$ cat src/rtl/reg32_rdsnap.sv
// Coherent 16-bit read port for a 32-bit register: the first half-word read
// snapshots the full value, the partner half is served from that snapshot.
module reg32_rdsnap #(
  parameter int WAIT_STATES = 0,
  parameter int TIMEOUT     = 255
) (
  input  logic        sys_clk,
  input  logic        rst,
  input  logic [31:0] src_q,
  input  logic        rd_req,
  input  logic        rd_hi,
  input  logic        ovr_clr,
  output logic [15:0] rd_data,
  output logic        rd_ack,
  output logic        busy,
  output logic        held,
  output logic        overrun,
  output logic [0:0]  dbg_state
);

  localparam logic [0:0] ST_IDLE = 1'b0;
  localparam logic [0:0] ST_HELD = 1'b1;

  localparam int TW = (TIMEOUT > 1) ? $clog2(TIMEOUT + 1) : 1;
  localparam logic [TW-1:0] TMO_LOAD  = TW'(TIMEOUT);
  localparam logic [2:0]    WAIT_LOAD = 3'(WAIT_STATES);

  logic [0:0]    state_q, state_d;
  logic          busy_q, busy_d;
  logic          sel_q, sel_d;
  logic          first_sel_q, first_sel_d;
  logic [31:0]   snap_q, snap_d;
  logic [2:0]    wait_q, wait_d;
  logic [TW-1:0] tmo_q, tmo_d;
  logic [15:0]   data_q, data_d;
  logic          ack_q, ack_d;
  logic          ovr_q, ovr_d;
  logic          accept;

  // Handshake: rd_req is taken only when busy=0; exactly one rd_ack pulse
  // follows each taken request, and busy falls in that same ack cycle.
  assign accept = rd_req & ~busy_q;

  always_comb begin
    state_d     = state_q;
    busy_d      = busy_q;
    sel_d       = sel_q;
    first_sel_d = first_sel_q;
    snap_d      = snap_q;
    wait_d      = wait_q;
    tmo_d       = tmo_q;
    data_d      = data_q;
    ack_d       = 1'b0;
    ovr_d       = ovr_q;

    if (busy_q) begin
      if (wait_q == 3'd0) begin
        ack_d  = 1'b1;
        busy_d = 1'b0;
        data_d = sel_q ? snap_q[31:16] : snap_q[15:0];
      end else begin
        wait_d = wait_q - 3'd1;
      end
    end

    if (accept) begin
      sel_d  = rd_hi;
      busy_d = 1'b1;
      wait_d = WAIT_LOAD;
      if (state_q == ST_HELD && rd_hi != first_sel_q) begin
        state_d = ST_IDLE;
      end else begin
        // A repeat of the first half is a fresh first read; first_sel sticks.
        snap_d  = src_q;
        tmo_d   = TMO_LOAD;
        state_d = ST_HELD;
        if (state_q == ST_IDLE) first_sel_d = rd_hi;
      end
    end else if (state_q == ST_HELD && TIMEOUT != 0) begin
      if (tmo_q == '0) state_d = ST_IDLE;
      else             tmo_d   = tmo_q - TW'(1);
    end

    if (rd_req && busy_q) ovr_d = 1'b1;
    else if (ovr_clr)     ovr_d = 1'b0;
  end

  always_ff @(posedge sys_clk or posedge rst) begin
    if (rst) begin
      state_q     <= ST_IDLE;
      busy_q      <= 1'b0;
      sel_q       <= 1'b0;
      first_sel_q <= 1'b0;
      snap_q      <= '0;
      wait_q      <= '0;
      tmo_q       <= '0;
      data_q      <= '0;
      ack_q       <= 1'b0;
      ovr_q       <= 1'b0;
    end else begin
      state_q     <= state_d;
      busy_q      <= busy_d;
      sel_q       <= sel_d;
      first_sel_q <= first_sel_d;
      snap_q      <= snap_d;
      wait_q      <= wait_d;
      tmo_q       <= tmo_d;
      data_q      <= data_d;
      ack_q       <= ack_d;
      ovr_q       <= ovr_d;
    end
  end

  assign rd_data   = data_q;
  assign rd_ack    = ack_q;
  assign busy      = busy_q;
  assign held      = (state_q == ST_HELD);
  assign overrun   = ovr_q;
  assign dbg_state = state_q;

endmodule

$ cat config.mk
export PLATFORM = sky130hd
export DESIGN_NAME = reg32_rdsnap
export DESIGN_NICKNAME = d
export VERILOG_FILES = /design/src/rtl/reg32_rdsnap.sv
export SDC_FILE = /design/constraint.sdc
export NUM_CORES = 1
export LEC_CHECK = 0
export CAP_MARGIN = 5
export CELL_PAD_IN_SITES_DETAIL_PLACEMENT = 1
export CELL_PAD_IN_SITES_GLOBAL_PLACEMENT = 1
export CORE_AREA = 5 5 95 97
export DETAILED_ROUTE_END_ITERATION = 7
export DIE_AREA = 0 0 100 102
export HOLD_SLACK_MARGIN = 0.02
export PLACE_DENSITY_LB_ADDON = 0.2
export SYNTH_ARGS = -nofsm -noshare
export SYNTH_HDL_FRONTEND = slang
export SYNTH_SLANG_ARGS = --single-unit
$ cat constraint.sdc
create_clock -name sys_clk -period 5.35 [get_ports sys_clk]
set_input_delay 0.535 -clock sys_clk [delete_from_list [all_inputs] [get_ports sys_clk]]
set_output_delay 0.535 -clock sys_clk [all_outputs]
set_load 0.05 [all_outputs]
==> run_results.csv, run 1 <==
group,metric,value,unit
outcome,outcome,"completed",
clocking,ctsHoldBuffers,0,
pwr,combPwrFrac,40.3,%
pwr,internal_power,1.30,mW
synthesis,synth_fp_nets,329,
setup_path,cp-start-kind,"input pin",
clocking,clk_pin_slew,70,ps
timing,fin_skew,9.43,ps
clocking,clock_path_buffers,2,
pwr,swShare,40.8,%
final_layout,final_common_cell,"nand2_1",
clocking,clock_sinks,65,
synthesis,syn-instance-count,289,
pwr,switchingPower,0.899,mW
timing,period_minus_slack,2380,ps
drt,routed.top_layer,"met4",
grt,overflow,0,
final_layout,layout.nets,383,
timing,grt_setup_unrepaired,"false",
final_layout,fin_area,3620,µm²
timing,finalHoldViolations,0,
drt,met2_length,2.97,mm
synthesis,synthAdderAreaFrac,1.36,%
grt,grt_pass1_vias,2278,
synthesis,syn_area_per_cell,9.55,µm²
synthesis,ys_seq_area_share,58.9,%
clocking,clock_latency,330,ps
timing,fin_tns_setup,0,ps
timing,fin_crit_sh,44.4,%
clocking,root_buffer,"clkbuf_8",
timing,relSlewSlack,20.1,%
final_layout,diodes,0,
synthesis,synth.area.mux_share,8.07,%
job,max-cap-violations,0,
drt,vias,2095,
synthesis,synth-seq-cells,65,
die,core,8050,µm²
pwr,p_total,2.20,mW
setup_path,cp-end-kind,"register",
grt,grt_pass1_wl,10.6,mm
drt,drt-wirelength-per-cell,13.7,µm
final_layout,most-common-layout-cells,"nand2_1, dfrtp_1, clkdlybuf4s50_1",
setup_path,crit_chain,"clkdlybuf4s50_1, xor2_1, a21o_1, o211ai_1",
setup_path,cp_slowest_cell,"a21o_1",
synthesis,yosys.area.top_type,"dfrtp_1",
die,num_rows,33,
hold_path,min_path_type,"reg -> reg",
grt,groute.usage.overall,13.3,%
placement,placed_area,3410,µm²
pwr,leakagePower,1.72,nW
drt,wirelength,6.21,mm
synthesis,yosys.area_share.simple,20.9,%
drt,route.met3.wl,235,µm
timing,setup_violations,0,
final_layout,syn2layout_area_growth,31.2,%
drt,drt-vias-per-instance,4.62,
drt,first_iter_violations,55,
timing,drv_slew,0,
grt,grt_start_max_net_pins,66,
setup_path,path_max_fanout,37,
grt,antenna_found_initial,0,
die,die_width,100,µm
synthesis,synth-compound-area-share,6.53,%
synthesis,synth_area_leaders,"dfrtp_1, nand2_1, mux2i_1",
drt,firstDrtPassIters,4,
placement,gp_congestion,0.766,
drt,ant_nets,0,
pwr,ir_drop,0.311,mV
clocking,cts_resized,0,
die,fp.dieH,102,µm
hold_path,worstHoldStart,"snap_q[9]",
die,ioPinCount,58,
clocking,postCtsSetupBuffers,0,
synthesis,synth-xor-area-share,0.317,%
pwr,seqPwrFrac,39.6,%
timing,timing.fmax,421,MHz
setup_path,worst_r2r_path_depth,3,
timing,worst_pin_slew,1200,ps
synthesis,synth_warnings,0,
timing,holdWs,474,ps
hold_path,whs_path_depth,2,
placement,io_buffers,57,
synthesis,syn_area,2760,µm²
synthesis,synth_top_family_by_area,"simple AND/OR/NAND/NOR gates",
drt,drc,0,
die,fp.dieArea,10200,µm²
drt,wl_met1,2.87,mm
setup_path,crit_start,"rd_hi",
pwr,power_density,608,nW/µm²
setup_path,rr_startpoint,"busy",
clocking,numCtsBuffers,9,
clocking,tritoncts,"done",
synthesis,ys_types,31,
setup_path,path_class,"in -> reg",
placement,dp_hpwl,4.16,mm
synthesis,synth_top_area_share,58.9,%
setup_path,cp_data_arrival_time,2520,ps
setup_path,required,5490,ps
pwr,clkPwrFrac,20.1,%
setup_path,slowest_delay,970,ps
final_layout,drive_gt1_share,6.32,%
die,start_util,34.3,%
clocking,h-tree-depth,3,
==> power groups by stage <==
stage | clock (mW) | combinational [mW] | sequential (mW)
after detailed placement | 0 | 0.907 | 0.886
final | 0.444 | 0.886 | 0.872
after global placement | 0 | 0.885 | 0.874
after global routing | 0.481 | 0.998 | 0.906
after floorplan | 0 | 0.478 | 1.02
after CTS | 0.458 | 0.912 | 0.877
==> cell families after synthesis <==
logic type,after synthesis
AND/OR/NAND/NOR,142
multiplexers,22
flip-flops,65
adder cells (fa/ha/maj),3
buffers and inverters,25
XOR/XNOR,1
AO/OA/AOI/OAI,31
==> cell usage after synthesis <==
| cell | instances |
|---|---|
| o22ai_1 | 1 |
| ha_1 | 3 |
| nor3b_1 | 1 |
| nor2_1 | 7 |
| nand3b_1 | 1 |
| or4_1 | 2 |
| mux2_2 | 2 |
| a31oi_1 | 1 |
| nand4_1 | 1 |
| a211o_1 | 1 |
| mux2i_1 | 20 |
| and3_1 | 1 |
| xor2_1 | 1 |
| nand3_1 | 6 |
| buf_2 | 7 |
| nor3_1 | 2 |
| or4_4 | 1 |
| clkbuf_1 | 6 |
| a32o_1 | 1 |
| o21ai_0 | 22 |
| buf_4 | 1 |
| o31ai_1 | 2 |
| inv_1 | 9 |
| nand2_1 | 117 |
| dfrtp_1 | 65 |
| nand2b_1 | 2 |
| buf_1 | 2 |
| a21oi_2 | 1 |
| o211ai_1 | 1 |
| a21o_1 | 1 |
| nor2b_1 | 1 |
==> path summary, 6_finish.rpt <==
path | endpoint | slack [ps]
worst max-delay path | tmo_q[7] | 2970
worst min-delay path | snap_q[9] | 470
max in group asynchronous | wait_q[1] | 4050
worst min register to register | snap_q[9] | 470
min in group asynchronous | snap_q[12] | 760
worst max register to register | tmo_q[7] | 3160
==> metrics by stage <==
stage                     worst slack (ps)  cells  utilization [%]
after global routing                  2790    453             45.0
after detailed placement              2580    437             42.4
after floorplan                       3190    289                -
after global placement                2660    437             42.4
final                                 2970    453             45.0
after CTS                             2960    453             45.0
==> worst max-delay path, delay by kind of cell <==
kind | cells | cell delay, ps
AO/OA/AOI/OAI | 2 | 1150
XOR/XNOR | 1 | 300
buffers and inverters | 1 | 510
==> sequential cells by signal, summed over array words and instances, names as in the netlist <==
signal       cells
busy             1
first_sel_q      1
overrun          1
rd_ack           1
tmo_q            8
dbg_state        1
snap_q          32
sel_q            1
rd_data         16
wait_q           3
==> metal layers <==
metal  up-vias  GRT usage (%)
met5         -              0
met4         0           6.22
met3        12           2.87
met2        40           22.9
met1      1002           16.1
li1       1041              -
==> area by class of cell <==
| cell class | instances | area, µm² |
|---|---|---|
| Fill cell | 942 | 4430 |
| Sequential cell | 65 | 1630 |
| Multi-Input combinational cell | 199 | 1030 |
| Timing Repair Buffer | 59 | 586 |
| Tap cell | 105 | 131 |
| Clock buffer | 10 | 128 |
| Clock inverter | 6 | 82.6 |
| Inverter | 9 | 33.8 |
Note: power is estimated with default switching activity, not from simulation.
==> run 2: changes to the inputs <==
==> constraint.sdc (replaced) <==
create_clock -name sys_clk -period 1.99 [get_ports sys_clk]
set_input_delay 0.199 -clock sys_clk [delete_from_list [all_inputs] [get_ports sys_clk]]
set_output_delay 0.199 -clock sys_clk [all_outputs]
set_load 0.05 [all_outputs]
==> run 2 against run 1 <==
Effect of this change: sequential share of layout area shrank 1.4 points; die area did not move; clock-buffer cell count shrank 1; routed wire length is 5.1% higher; critical path type is now reg -> out.
==> run_results.csv, run 2 (synthesis results as in run 1) <==
group,metric,value,unit
drt,drc,0,
clocking,root_buffer,"clkbuf_8",
clocking,clock_path_buffers,2,
timing,grt_setup_unrepaired,"false",
placement,io_buffers,57,
timing,worst_pin_slew,505,ps
setup_path,cp_slowest_cell,"clkdlybuf4s50_1",
final_layout,final_common_cell,"nand2_1",
die,num_rows,33,
drt,wirelength,6.53,mm
die,fp.dieArea,10200,µm²
setup_path,timing.critical_path.buf_inv,1,
setup_path,required,1790,ps
drt,ant_nets,0,
pwr,power_density,1670,nW/µm²
clocking,h-tree-depth,3,
drt,firstDrtPassIters,4,
die,die_width,100,µm
grt,groute.usage.overall,13.9,%
clocking,ctsHoldBuffers,0,
final_layout,layout.nets,390,
final_layout,diodes,0,
job,max-cap-violations,0,
final_layout,largest_reg_flops,32,
final_layout,fillers,915,
timing,timing.fmax,535,MHz
final_layout,largest-register,"snap_q",
timing,drv_slew,0,
placement,dp_hpwl,4.49,mm
grt,grt_pass1_wl,11.0,mm
grt,grt_pass1_vias,2242,
timing,holdWs,247,ps
outcome,outcome,"completed",
pwr,leakagePower,1.78,nW
final_layout,syn2layout_area_growth,35.4,%
drt,drt-wirelength-per-cell,14.2,µm
clocking,numCtsBuffers,9,
die,fp.dieH,102,µm
drt,drt-vias-per-instance,4.65,
timing,period_minus_slack,1870,ps
clocking,tritoncts,"done",
timing,setup_violations,0,
timing,relSlewSlack,66.3,%
final_layout,drive_gt1_share,8.45,%
clocking,postCtsSetupBuffers,0,
setup_path,crit_chain,"clkdlybuf4s50_1",
clocking,clock_sinks,65,
clocking,clock_latency,340,ps
setup_path,slowest_delay,860,ps
drt,first_iter_violations,60,
timing,finalHoldViolations,0,
die,start_util,34.3,%
setup_path,cp-start-kind,"register",
pwr,ir_drop,0.658,mV
timing,fin_tns_setup,0,ps
timing,fin_skew,11.3,ps
grt,antenna_found_initial,0,
grt,grt_start_max_net_pins,66,
drt,vias,2141,
final_layout,most-common-layout-cells,"nand2_1, dfrtp_1, clkdlybuf4s50_1",
die,core,8050,µm²
die,ioPinCount,58,
clocking,clk_pin_slew,80,ps
setup_path,path_delay_family,"buffers and inverters",
hold_path,min_path_type,"in -> async",
clocking,cts_resized,2,
setup_path,cp-end-kind,"primary output",
setup_path,path_class,"reg -> out",
grt,overflow,0,
setup_path,path_max_fanout,8,
setup_path,cp_data_arrival_time,1670,ps
timing,fin_crit_sh,94.0,%
placement,gp_congestion,0.751,
-- run 2: cell count changes in the layout (fill, tap and decap cells not counted) --
| cell | delta |
|---|---|
| clkbuf_1 | -1 |
| bufinv_16 | +1 |
| buf_12 | +2 |
| dlygate4sd2_1 | +2 |
| buf_4 | +5 |
| inv_6 | +2 |
| clkdlybuf4s50_1 | -2 |
| clkinvlp_4 | -1 |
| clkinv_4 | +2 |
| clkinv_2 | -3 |
-- run 2: cell type report --
class | instances | area [µm²] | area share (%)
Tap cell | 105 | 131 | 3.52
Clock buffer | 9 | 124 | 3.32
Inverter | 9 | 33.8 | 0.904
Multi-Input combinational cell | 199 | 1030 | 27.7
Clock inverter | 7 | 125 | 3.35
Timing Repair Buffer | 66 | 661 | 17.7
Sequential cell | 65 | 1630 | 43.5
-- run 2: worst paths after layout --
| kind | from | depth (start not counted) | endpoint | slack [ps] |
|---|---|---|---|---|
| min | rst | 3 | snap_q[12] | 250 |
| max in group asynchronous | rst | 3 | rd_data[3] | 1470 |
| max reg2reg | tmo_q[2] | 3 | tmo_q[7] | 270 |
| min in group sys_clk | src_q[28] | 3 | snap_q[28] | 380 |
| min reg2reg | snap_q[27] | 2 | snap_q[27] | 480 |
| max | busy | 1 | busy | 120 |
-- run 2: where the power goes --
part,leakage [nW],total [mW],switching (mW),internal [mW]
logic,0.870,2.55,1.59,0.962
clock network,0.124,1.40,0.557,0.845
registers,0.790,2.27,0.375,1.89
-- run 2: worst register-to-register path: cells and delay by family (launching register included) --
| kind | cells | cell delay [ps] |
|---|---|---|
| simple gates | 2 | 1010 |
| flops | 1 | 450 |
| compound gates | 1 | 170 |
-- run 2: layer usage --
layer  wire, µm  vias to the layer above  part of all wire, %  global-route usage, %
met1       3120                     1039                   48                   18.6
met5          0                        -                    0                      0
li1           -                     1055                    -                      -
met3        254                       10                  3.9                   3.28
met2       3030                       37                   46                   21.3
met4        124                        0                  1.9                   6.84
-- run 2: per-stage QoR --
stage               cells  utilization (%)  worst slack (ps)  power (mW)  cell area (µm²)
floorplan             289                -              55.6        4.02             2760
global placement      444             43.3               226        4.82             3490
detailed placement    444             43.3               208        4.92             3490
CTS                   460             46.4              95.1        6.33             3740
global route          460             46.4              43.3        6.70             3740
finish                460             46.4               119        6.22             3740
==> run 3: changes to the inputs <==
--- a/config.mk
+++ b/config.mk
@@ -9,6 +9,7 @@
 export CELL_PAD_IN_SITES_DETAIL_PLACEMENT = 1
 export CELL_PAD_IN_SITES_GLOBAL_PLACEMENT = 1
 export CORE_AREA = 5 5 95 97
+export CTS_CLUSTER_SIZE = 25
 export DETAILED_ROUTE_END_ITERATION = 7
 export DIE_AREA = 0 0 100 102
 export HOLD_SLACK_MARGIN = 0.02
==> results of run 3 <==
Final layout, timing and power as in run 2 (identical DEF).
